==> src/rtl/packet_reader_pkg.sv <==
// Shared types and constants for the packet reader and its FIFO write-side peer.
// Latency: n/a (declarations only).
// Backpressure: n/a (declarations only).
package packet_reader_pkg;

    // Payload bytes per packet; the FIFO writer sizes its bursts from the same value.
    localparam int DEF_BYTES_PER_PKT = 4;

    // Default width of the accepted-packet counter.
    localparam int DEF_CNT_W = 16;

    // Reader FSM states, 2-bit encoding.
    typedef enum logic [1:0] {
        IDLE    = 2'd0,
        READ    = 2'd1,
        CAPTURE = 2'd2,
        OUT     = 2'd3
    } state_t;

    // Width needed to index n items, never less than one bit.
    function automatic int idx_width(input int n);
        return (n > 1) ? $clog2(n) : 1;
    endfunction

endpackage

==> src/rtl/packet_reader.sv <==
// Pops BYTES_PER_PKT bytes from a FIFO and presents them as one word, first byte in the MSBs.
// Latency: 2*BYTES_PER_PKT cycles from first rd to out_valid; one packet per 2*BYTES_PER_PKT+1 cycles.
// Backpressure: holds the word in OUT until out_ready; stalls in READ while the FIFO is empty.
module packet_reader
    import packet_reader_pkg::*;
#(
    parameter int BYTES_PER_PKT = DEF_BYTES_PER_PKT,
    parameter int CNT_W         = DEF_CNT_W
) (
    input  logic                       clk_50,
    input  logic                       reset_n,
    input  logic                       empty,
    input  logic [7:0]                 rd_data,
    output logic                       rd,
    input  logic                       flush,
    input  logic                       out_ready,
    output logic                       out_valid,
    output logic [8*BYTES_PER_PKT-1:0] out_word,
    output logic [CNT_W-1:0]           pkt_count
);

    localparam int              WORD_W   = 8 * BYTES_PER_PKT;
    localparam int              BC_W     = idx_width(BYTES_PER_PKT);
    localparam logic [BC_W-1:0] LAST_IDX = BC_W'(BYTES_PER_PKT - 1);

    state_t            r_state;
    state_t            w_next_state;
    logic [BC_W-1:0]   r_byte_cnt;
    logic [WORD_W-1:0] r_asm;
    logic [CNT_W-1:0]  r_pkt_count;

    logic w_rd;
    logic w_flush_act;
    logic w_accept;
    logic w_capture;
    logic w_last_byte;

    // A completed word is never dropped, so flush only acts outside OUT.
    assign w_flush_act = flush && (r_state != OUT);
    assign w_accept    = (r_state == OUT) && out_ready;
    // A flush in CAPTURE discards the byte arriving this cycle.
    assign w_capture   = (r_state == CAPTURE) && !flush;
    assign w_last_byte = (r_byte_cnt == LAST_IDX);

    // Next-state decode and read strobe; rd only ever rises in READ with data available.
    always_comb begin
        w_next_state = r_state;
        w_rd         = 1'b0;
        unique case (r_state)
            IDLE: begin
                if (!flush && !empty) begin
                    w_next_state = READ;
                end
            end
            READ: begin
                if (flush) begin
                    w_next_state = IDLE;
                end else if (!empty) begin
                    w_rd         = 1'b1;
                    w_next_state = CAPTURE;
                end
            end
            CAPTURE: begin
                if (flush) begin
                    w_next_state = IDLE;
                end else if (w_last_byte) begin
                    w_next_state = OUT;
                end else begin
                    w_next_state = READ;
                end
            end
            OUT: begin
                if (out_ready) begin
                    w_next_state = empty ? IDLE : READ;
                end
            end
            default: begin
                w_next_state = IDLE;
            end
        endcase
    end

    // State register.
    always_ff @(posedge clk_50 or negedge reset_n) begin
        if (!reset_n) begin
            r_state <= IDLE;
        end else begin
            r_state <= w_next_state;
        end
    end

    // Byte counter: counts captured bytes, held at the last index while the word waits in OUT.
    always_ff @(posedge clk_50 or negedge reset_n) begin
        if (!reset_n) begin
            r_byte_cnt <= '0;
        end else if (w_flush_act || w_accept) begin
            r_byte_cnt <= '0;
        end else if (w_capture && !w_last_byte) begin
            r_byte_cnt <= r_byte_cnt + 1'b1;
        end
    end

    // Assembly shift register: new bytes enter at the LSB side, earlier bytes move up.
    always_ff @(posedge clk_50 or negedge reset_n) begin
        if (!reset_n) begin
            r_asm <= '0;
        end else if (w_flush_act || w_accept) begin
            r_asm <= '0;
        end else if (w_capture) begin
            r_asm <= (r_asm << 8) | WORD_W'(rd_data);
        end
    end

    // Packet counter: one per accepted word, wraps silently.
    always_ff @(posedge clk_50 or negedge reset_n) begin
        if (!reset_n) begin
            r_pkt_count <= '0;
        end else if (w_accept) begin
            r_pkt_count <= r_pkt_count + 1'b1;
        end
    end

    assign rd        = w_rd;
    assign out_valid = (r_state == OUT);
    assign out_word  = out_valid ? r_asm : '0;
    assign pkt_count = r_pkt_count;

endmodule

==> config.mk <==
export PLATFORM = sky130hd
export DESIGN_NAME = packet_reader
export DESIGN_NICKNAME = d
export VERILOG_FILES = /design/src/rtl/packet_reader_pkg.sv /design/src/rtl/packet_reader.sv
export SDC_FILE = /design/constraint.sdc
export NUM_CORES = 1
export LEC_CHECK = 0
export BUFFER_PORTS_ARGS = -buffer_cell sky130_fd_sc_hd__buf_2
export CORE_UTILIZATION = 30
export CTS_CLUSTER_DIAMETER = 60
export DETAILED_ROUTE_END_ITERATION = 8
export SLEW_MARGIN = 5
export SYNTH_ARGS = -nofsm -noshare
export SYNTH_HDL_FRONTEND = slang
export SYNTH_SLANG_ARGS = --single-unit
export TNS_END_PERCENT = 1
==> constraint.sdc <==
create_clock -name clk_50 -period 3.2 [get_ports clk_50]
set_clock_uncertainty 0.15 [all_clocks]
set_input_delay 0.32 -clock clk_50 [delete_from_list [all_inputs] [get_ports clk_50]]
set_output_delay 0.32 -clock clk_50 [all_outputs]
set_load 0.02 [all_outputs]
=== After elaboration in Yosys (flattened, before gate mapping) ===
Index checks and enable logic that the tools add are counted.

* Output and inout bits: 50
* Register bits after elaboration: 52
* Logic and storage cells: 44
* Input port bits: 13

* Eq/ne operators: 8
* Reductions and logical operators: 13
* Mux-type cells: 16
* Add/sub/neg operators: 2
* Bitwise logic cells: 1

{| class="wikitable"
|+ Operators by type and width
! operator !! number
|-
| 2-to-1 mux 32 bit || 3
|-
| OR 32 x 8 -> 32 bit || 1
|-
| adder 16 x 1 -> 16 bit (second input constant) || 1
|-
| 2-to-1 mux 2 bit || 8
|-
| one-hot mux 2 bit (4 select lines) || 1
|-
| equality test 2 bit (second input constant) || 3
|-
| != test 2 bit (second input constant) || 3
|-
| logical AND 1 bit || 5
|-
| 2-to-1 mux 1 bit || 4
|-
| nonzero test 2 bit || 2
|-
| logical NOT 1 bit || 3
|-
| != test 3 bit (second input constant) || 1
|-
| AND reduction 3 bit || 1
|-
| adder 2 x 1 -> 2 bit (second input constant) || 1
|-
| equality test 2 x 1 -> 1 bit (second input constant) || 1
|-
| logical NOT 2 bit || 1
|-
| logical OR 1 bit || 1
|}

=== Longest topological paths before layout ===
Gate-level depths: netlist of the first run.

* Depth after elaboration: 5
* Mapped depth: 6
* Depth with buffers taken out: 5

=== Least setup slack after synthesis of the first run ===
No wires, ideal clock.

* Path kind: reg2out
* Start point: reg r_state[1]
* End point: out rd
* Slack: 1304 ps
* Arrival time: 1426 ps
* Data required time: 2730 ps
* Stages on the path, launching flop included: 3
* Buffers on the path: 1
* Cell sequence: dfrtp_1 clkbuf_1 nor4_1

* Word-level cells in the longest chain between the ends: 2

{| class="wikitable"
|+ RTL lines
! what !! line !! source
|-
| start: declaration || packet_reader.sv:26 || <nowiki>state_t r_state;</nowiki>
|-
| start signal: assignment || packet_reader.sv:88 || <nowiki>r_state <= w_next_state;</nowiki>
|-
| equality test 2 x 1 -> 1 bit || packet_reader.sv:49 || <nowiki>unique case (r_state)</nowiki>
|-
| 2-to-1 mux 1 bit || packet_reader.sv:49 ||
|-
| end: declaration || packet_reader.sv:14 || <nowiki>output logic rd,</nowiki>
|}

Every way passes these cells.

=== Worst setup path in the final report of the first run ===
* Start point: reg r_state[0]
* End point: out rd

Same word-level chain as after synthesis.

==> qor.csv, run 1 <==
metric;value;unit
r2r-end;r_asm[12];
ys_ff_latch;52;
cp-startpoint;r_state[0];
cts_resized;0;
gp_congestion;0.796;
clk_pin_slew_worst_paths;90;ps
rows;32;
cp-start-kind;flip-flop;
cp.arrival;1670;ps
postPlaceCellArea;2850;sq um
status;complete, no violations;
grt_usage;0.136;
numCtsBuffers;5;
post-route-drc-count;0;
most-common-layout-cells;73 x nand2_1, 62 x buf_2, 52 x dfrtp_1, 36 x and3_1, 35 x a21oi_1;
yosysWarnings;0;
rsz0062_at_grt;no;
wirelength;5590;um
reg2reg_from;r_state[0];
cp.depth;3;
dp_hpwl;3800;um
drive_gt1_frac;0.255;
io_buffers;62;
cts_max_level;2;
p_total;1.19;mW
cp_slowest_cell;dfrtp_1;
synthCells;263;
synth_cell_types;32;
dieWidth;92.5;um
coreArea;7810;sq um
via_count;1988;
hold_path_class;input pin to flip-flop;
ys_seq_area_frac;0.529;
min_period_over_period;0.670;
nNetsFinal;334;
setup_viol;0;
clockBufferDepth;2;
finalHoldWorstSlack;99.6;ps
r2r_slack;1120;ps
grt_max_degree;42;
grt_overflow;0;
pwr_density_cell;401;nW/um^2
ant_nets;0;
grt_pass1_vias;1765;
cts_tree;built;
initial_utilization;0.315;
end_kind;output pin;
setup.worst_path.class;flip-flop to output pin;
postLayoutCoreUtil;0.379;
finalHoldViolCount;0;
maxSlewHeadroom;0.293;
worstSetupEndpoint;rd;
pre_cts_ws;1090;ps
cts.sinks;52;
worst-path-max-fanout;8;
crit_required;2730;ps
min_period;2140;ps
drv_cap;0;
holdBufCountCts;1;
dr.pass1.iters;4;
worst_hold_startpoint;rd_data[5];
syn_avg_cell_area;9.35;sq um
critPathTopFamily;flip-flops;
tightest_slew;1060;ps
area_growth;20.2;%
design_area;2960;sq um
antenna_cells;0;
syn-num-nets;278;
final_common_cell;nand2_1;
cts_root_buf;clkbuf_8;
viasPerCell;4.73;
postCtsSetupBuffers;0;
die-area;8560;sq um
io_pins;63;
crit_chain;inv_1 > nor4_1 > buf_2;
max_stage_delay;520;ps
dpl.cell_count;413;
tns;0;ps
grt_pass1_wl;9220;um
netlist_area;2460;sq um
drt-initial-drc-count;91;
peakVddDrop;0.226;mV
die_y;92.5;um
p_leak;1.57;nW
drv_slew;0;
antenna_found_initial;0;
insertion_delay;290;ps
post_drt_wl_per_cell;13.3;um
instances_no_fill;420;
critPathBufInv;2;
r2r_cells;4;
fmax;466;MHz
layout_setup_ws;1060;ps
tightest hold or removal path, stage by stage:
cell,delay (ps)
buf_2,100
nand2_1,50
a21oi_1,50
cell families (layout without fill, tap and decap cells):
logic type / count (synthesis) / after routing / share of synthesized area
and+or+nand+nor: 129 / 129 / 0.272
muxes: 1 / 1 / 0.00458
DFF: 52 / 52 / 0.529
adders and majority gates: 2 / 2 / 0.0102
xor gates and xnor gates: 16 / 16 / 0.0570
AOI/OAI and AO/OA: 41 / 41 / 0.0870
buffers and inverters: 22 / 77 / 0.0402
worst min path at each step:
stage,to,slack (ps),cells after the start
2_1_floorplan,pkt_count[0],-130,0
3_3_place_gp,pkt_count[12],260,1
3_5_place_dp,pkt_count[12],260,1
4_1_cts,r_asm[5],90,3
5_1_grt,r_asm[7],90,3
6_report,r_asm[5],100,3
registers in the layout, summed over array words and instances (netlist names):
| name | count |
|---|---|
| r_asm | 32 |
| r_byte_cnt | 2 |
| pkt_count | 16 |
| r_state | 2 |
Yosys cell counts (all sizes together):
cell	number	area share
a21o	1	0.0031
a21oi	35	0.071
and2	1	0.0025
and3	36	0.092
and4	2	0.0071
buf	11	0.023
clkbuf	8	0.012
dfrtp	52	0.53
ha	2	0.010
inv	3	0.0046
mux2	1	0.0046
nand2	73	0.11
nand3	4	0.0081
nand4	3	0.016
nor2	4	0.010
nor3	1	0.0041
nor4	2	0.011
o21ai	3	0.0076
o22ai	2	0.0051
or2	1	0.0025
or3b	1	0.0036
or4	1	0.0031
xnor2	12	0.043
xor2	4	0.014
layout make-up:
cell class	instances	area, sq um
Clock buffer	5	68.8
Timing Repair Buffer	68	358
Sequential cell	52	1300
Multi-Input combinational cell	189	1060
Clock inverter	1	30.0
Fill cell	825	4850
Inverter	3	11.3
Tap cell	102	128
metal layers:
metal,global-route usage,wire [um],part of all wire,vias up
met1,0.197,2670,0.48,948
met4,0.0391,68,0.012,0
met3,0.0287,251,0.045,7
met2,0.204,2590,0.46,43
li1,-,-,-,990
met5,0,0,0,-
report_power, final:
group	internal (mW)	switching [mW]	leakage, nW
sequential	0.665	0.0105	0.719
clock	0.225	0.202	0.0501
combinational	0.0237	0.0600	0.799
total	0.913	0.272	1.57
Note: power is estimated with default switching activity, not from simulation.
==> run 2, diff against run 1 <==
- clock period: 3.2 -> 1.9 ns (I/O delays scaled with it)
==> run 2 against run 1 <==
Compared with the run above: flip-flop and latch count stayed put; combinational power rose by 110%; final cell count is 3.3% higher; worst setup slack got worse by 940 ps; critical endpoint unchanged; critical path depth stayed put; die area is the same; first-iteration DRC count rose by 2.2%.
==> qor.csv, run 2 (synthesized netlist as in run 1, its figures left out) <==
metric;value;unit;change
status;complete, no violations;;unchanged
rows;32;;unchanged
fmax;559;MHz;
pwr_density_cell;695;nW/um^2;was 401 nW/um^2
tightest_slew;599;ps;was 1060 ps
r2r-end;r_asm[3];;was r_asm[12]
postCtsSetupBuffers;0;;unchanged
post-route-drc-count;0;;unchanged
end_kind;output pin;;unchanged
final_common_cell;nand2_1;;unchanged
cts_tree;built;;unchanged
r2r_slack;240;ps;was 1120 ps
cts_max_level;2;;unchanged
setup.worst_path.class;flip-flop to output pin;;unchanged
most-common-layout-cells;73 x nand2_1, 62 x buf_2, 52 x dfrtp_1, 36 x and3_1, 35 x a21oi_1;;unchanged
cts.sinks;52;;unchanged
cp.arrival;1450;ps;was 1670 ps
post_drt_wl_per_cell;13.0;um;was 13.3 um
grt_use_met3;0.0279;;was 0.0287
antenna_cells;0;;unchanged
drv_slew;0;;unchanged
worst-path-max-fanout;6;;was 8
num-fill-cells;803;;was 825
peakVddDrop;0.329;mV;was 0.226 mV
instances_no_fill;434;;was 420
die_y;92.5;um;unchanged
dpl.cell_count;418;;was 413
use_met1;0.195;;was 0.197
r2r_cells;5;;was 4
grt_usage;0.139;;was 0.136
min_period;1790;ps;
ant_nets;0;;unchanged
numCtsBuffers;5;;unchanged
initial_utilization;0.315;;unchanged
area_growth;27.8;%;was 20.2%
drv_cap;0;;unchanged
viasPerCell;4.76;;was 4.73
grt_max_degree;35;;was 42
tns;0;ps;unchanged
cts_root_buf;clkbuf_8;;unchanged
io_buffers;62;;unchanged
design_area;3140;sq um;was 2960 sq um
top_register;r_asm;;unchanged
cp-start-kind;flip-flop;;unchanged
gp_congestion;0.789;;was 0.796
dieWidth;92.5;um;unchanged
maxSlewHeadroom;0.601;;was 0.293
via_count;2067;;was 1,988
grt_busiest_layer;met2;;unchanged
nNetsFinal;347;;was 334
insertion_delay;300;ps;was 290 ps
largest_reg_flops;32;;unchanged
io_pins;63;;unchanged
dr.pass1.iters;4;;unchanged
grt_pass1_vias;1959;;was 1,765
clockBufferDepth;2;;unchanged
finalHoldViolCount;0;;unchanged
dp_hpwl;3920;um;was 3800 um
grt_pass1_wl;9480;um;was 9220 um
antenna_found_initial;0;;unchanged
setup_viol;0;;unchanged
drive_gt1_frac;0.265;;was 0.255
die-area;8560;sq um;unchanged
crit_required;1560;ps;was 2730 ps
worstSetupEndpoint;rd;;unchanged
postPlaceCellArea;2910;sq um;was 2850 sq um
reg2reg_from;r_state[1];;was r_state[0]
wirelength;5660;um;was 5590 um
drt-initial-drc-count;93;;was 91
min_period_over_period;0.942;;
coreArea;7810;sq um;unchanged
rsz0062_at_grt;no;;unchanged
met2_usage;0.216;;was 0.204
hold_path_class;input pin to flip-flop;;unchanged
cp-startpoint;r_state[1];;was r_state[0]
clk_pin_slew_worst_paths;90;ps;about the same
grt_overflow;0;;unchanged
p_leak;1.65;nW;was 1.57 nW
run 2: metrics by stage:
stage                     setup WS [ps]  utilization  hold slack (ps)  power (mW)
final                               111        0.403              111        2.18
after detailed placement            247        0.373             92.0        1.32
after floorplan                     123            -             -256        1.23
after global placement              260        0.373             88.5        1.31
after CTS                          49.9        0.401             83.0        2.22
after global routing               1.74        0.403              112        2.29
run 2: report_power, final:
group          internal [mW]  switching (mW)
Combinational         0.0645           0.108
Sequential              1.12          0.0165
Clock                  0.518           0.358
Total                   1.70           0.483
run 2: timing repair:
action,in CTS,in global routing
resized for setup,1,1
hold buffers,9,0
setup endpoints to repair,1,1
endpoints found under the hold margin,33,0
run 2: worst min-delay path by stage:
stage                         start             to  cells past startpoint
after floorplan             reset_n   pkt_count[0]                      0
after global placement      reset_n  pkt_count[12]                      1
after detailed placement    reset_n  pkt_count[12]                      1
after CTS                     empty     r_state[0]                      3
after global routing      out_ready   pkt_count[2]                      3
final                         empty     r_state[0]                      3
run 2: critical path, cell delays in order, from the launching register on:
cell,delay [ps]
dfrtp_1,420
buf_4,180
nor4_4,330
buf_2,220
run 2: area by class of cell:
| type | instances | area (sq um) | area share |
|---|---|---|---|
| clock buffers | 5 | 68.8 | 0.0219 |
| multi-input cells | 189 | 1070 | 0.342 |
| clock inverters | 2 | 60.1 | 0.0191 |
| well taps | 102 | 128 | 0.0406 |
| flip-flops and latches | 52 | 1300 | 0.414 |
| repair buffers | 81 | 500 | 0.159 |
| inverters | 3 | 11.3 | 0.00358 |
run 2: per-layer routing:
metal,vias up,routed length (um)
li1,1018,-
met1,998,2710
met2,46,2680
met3,5,209
met4,0,57
met5,-,0
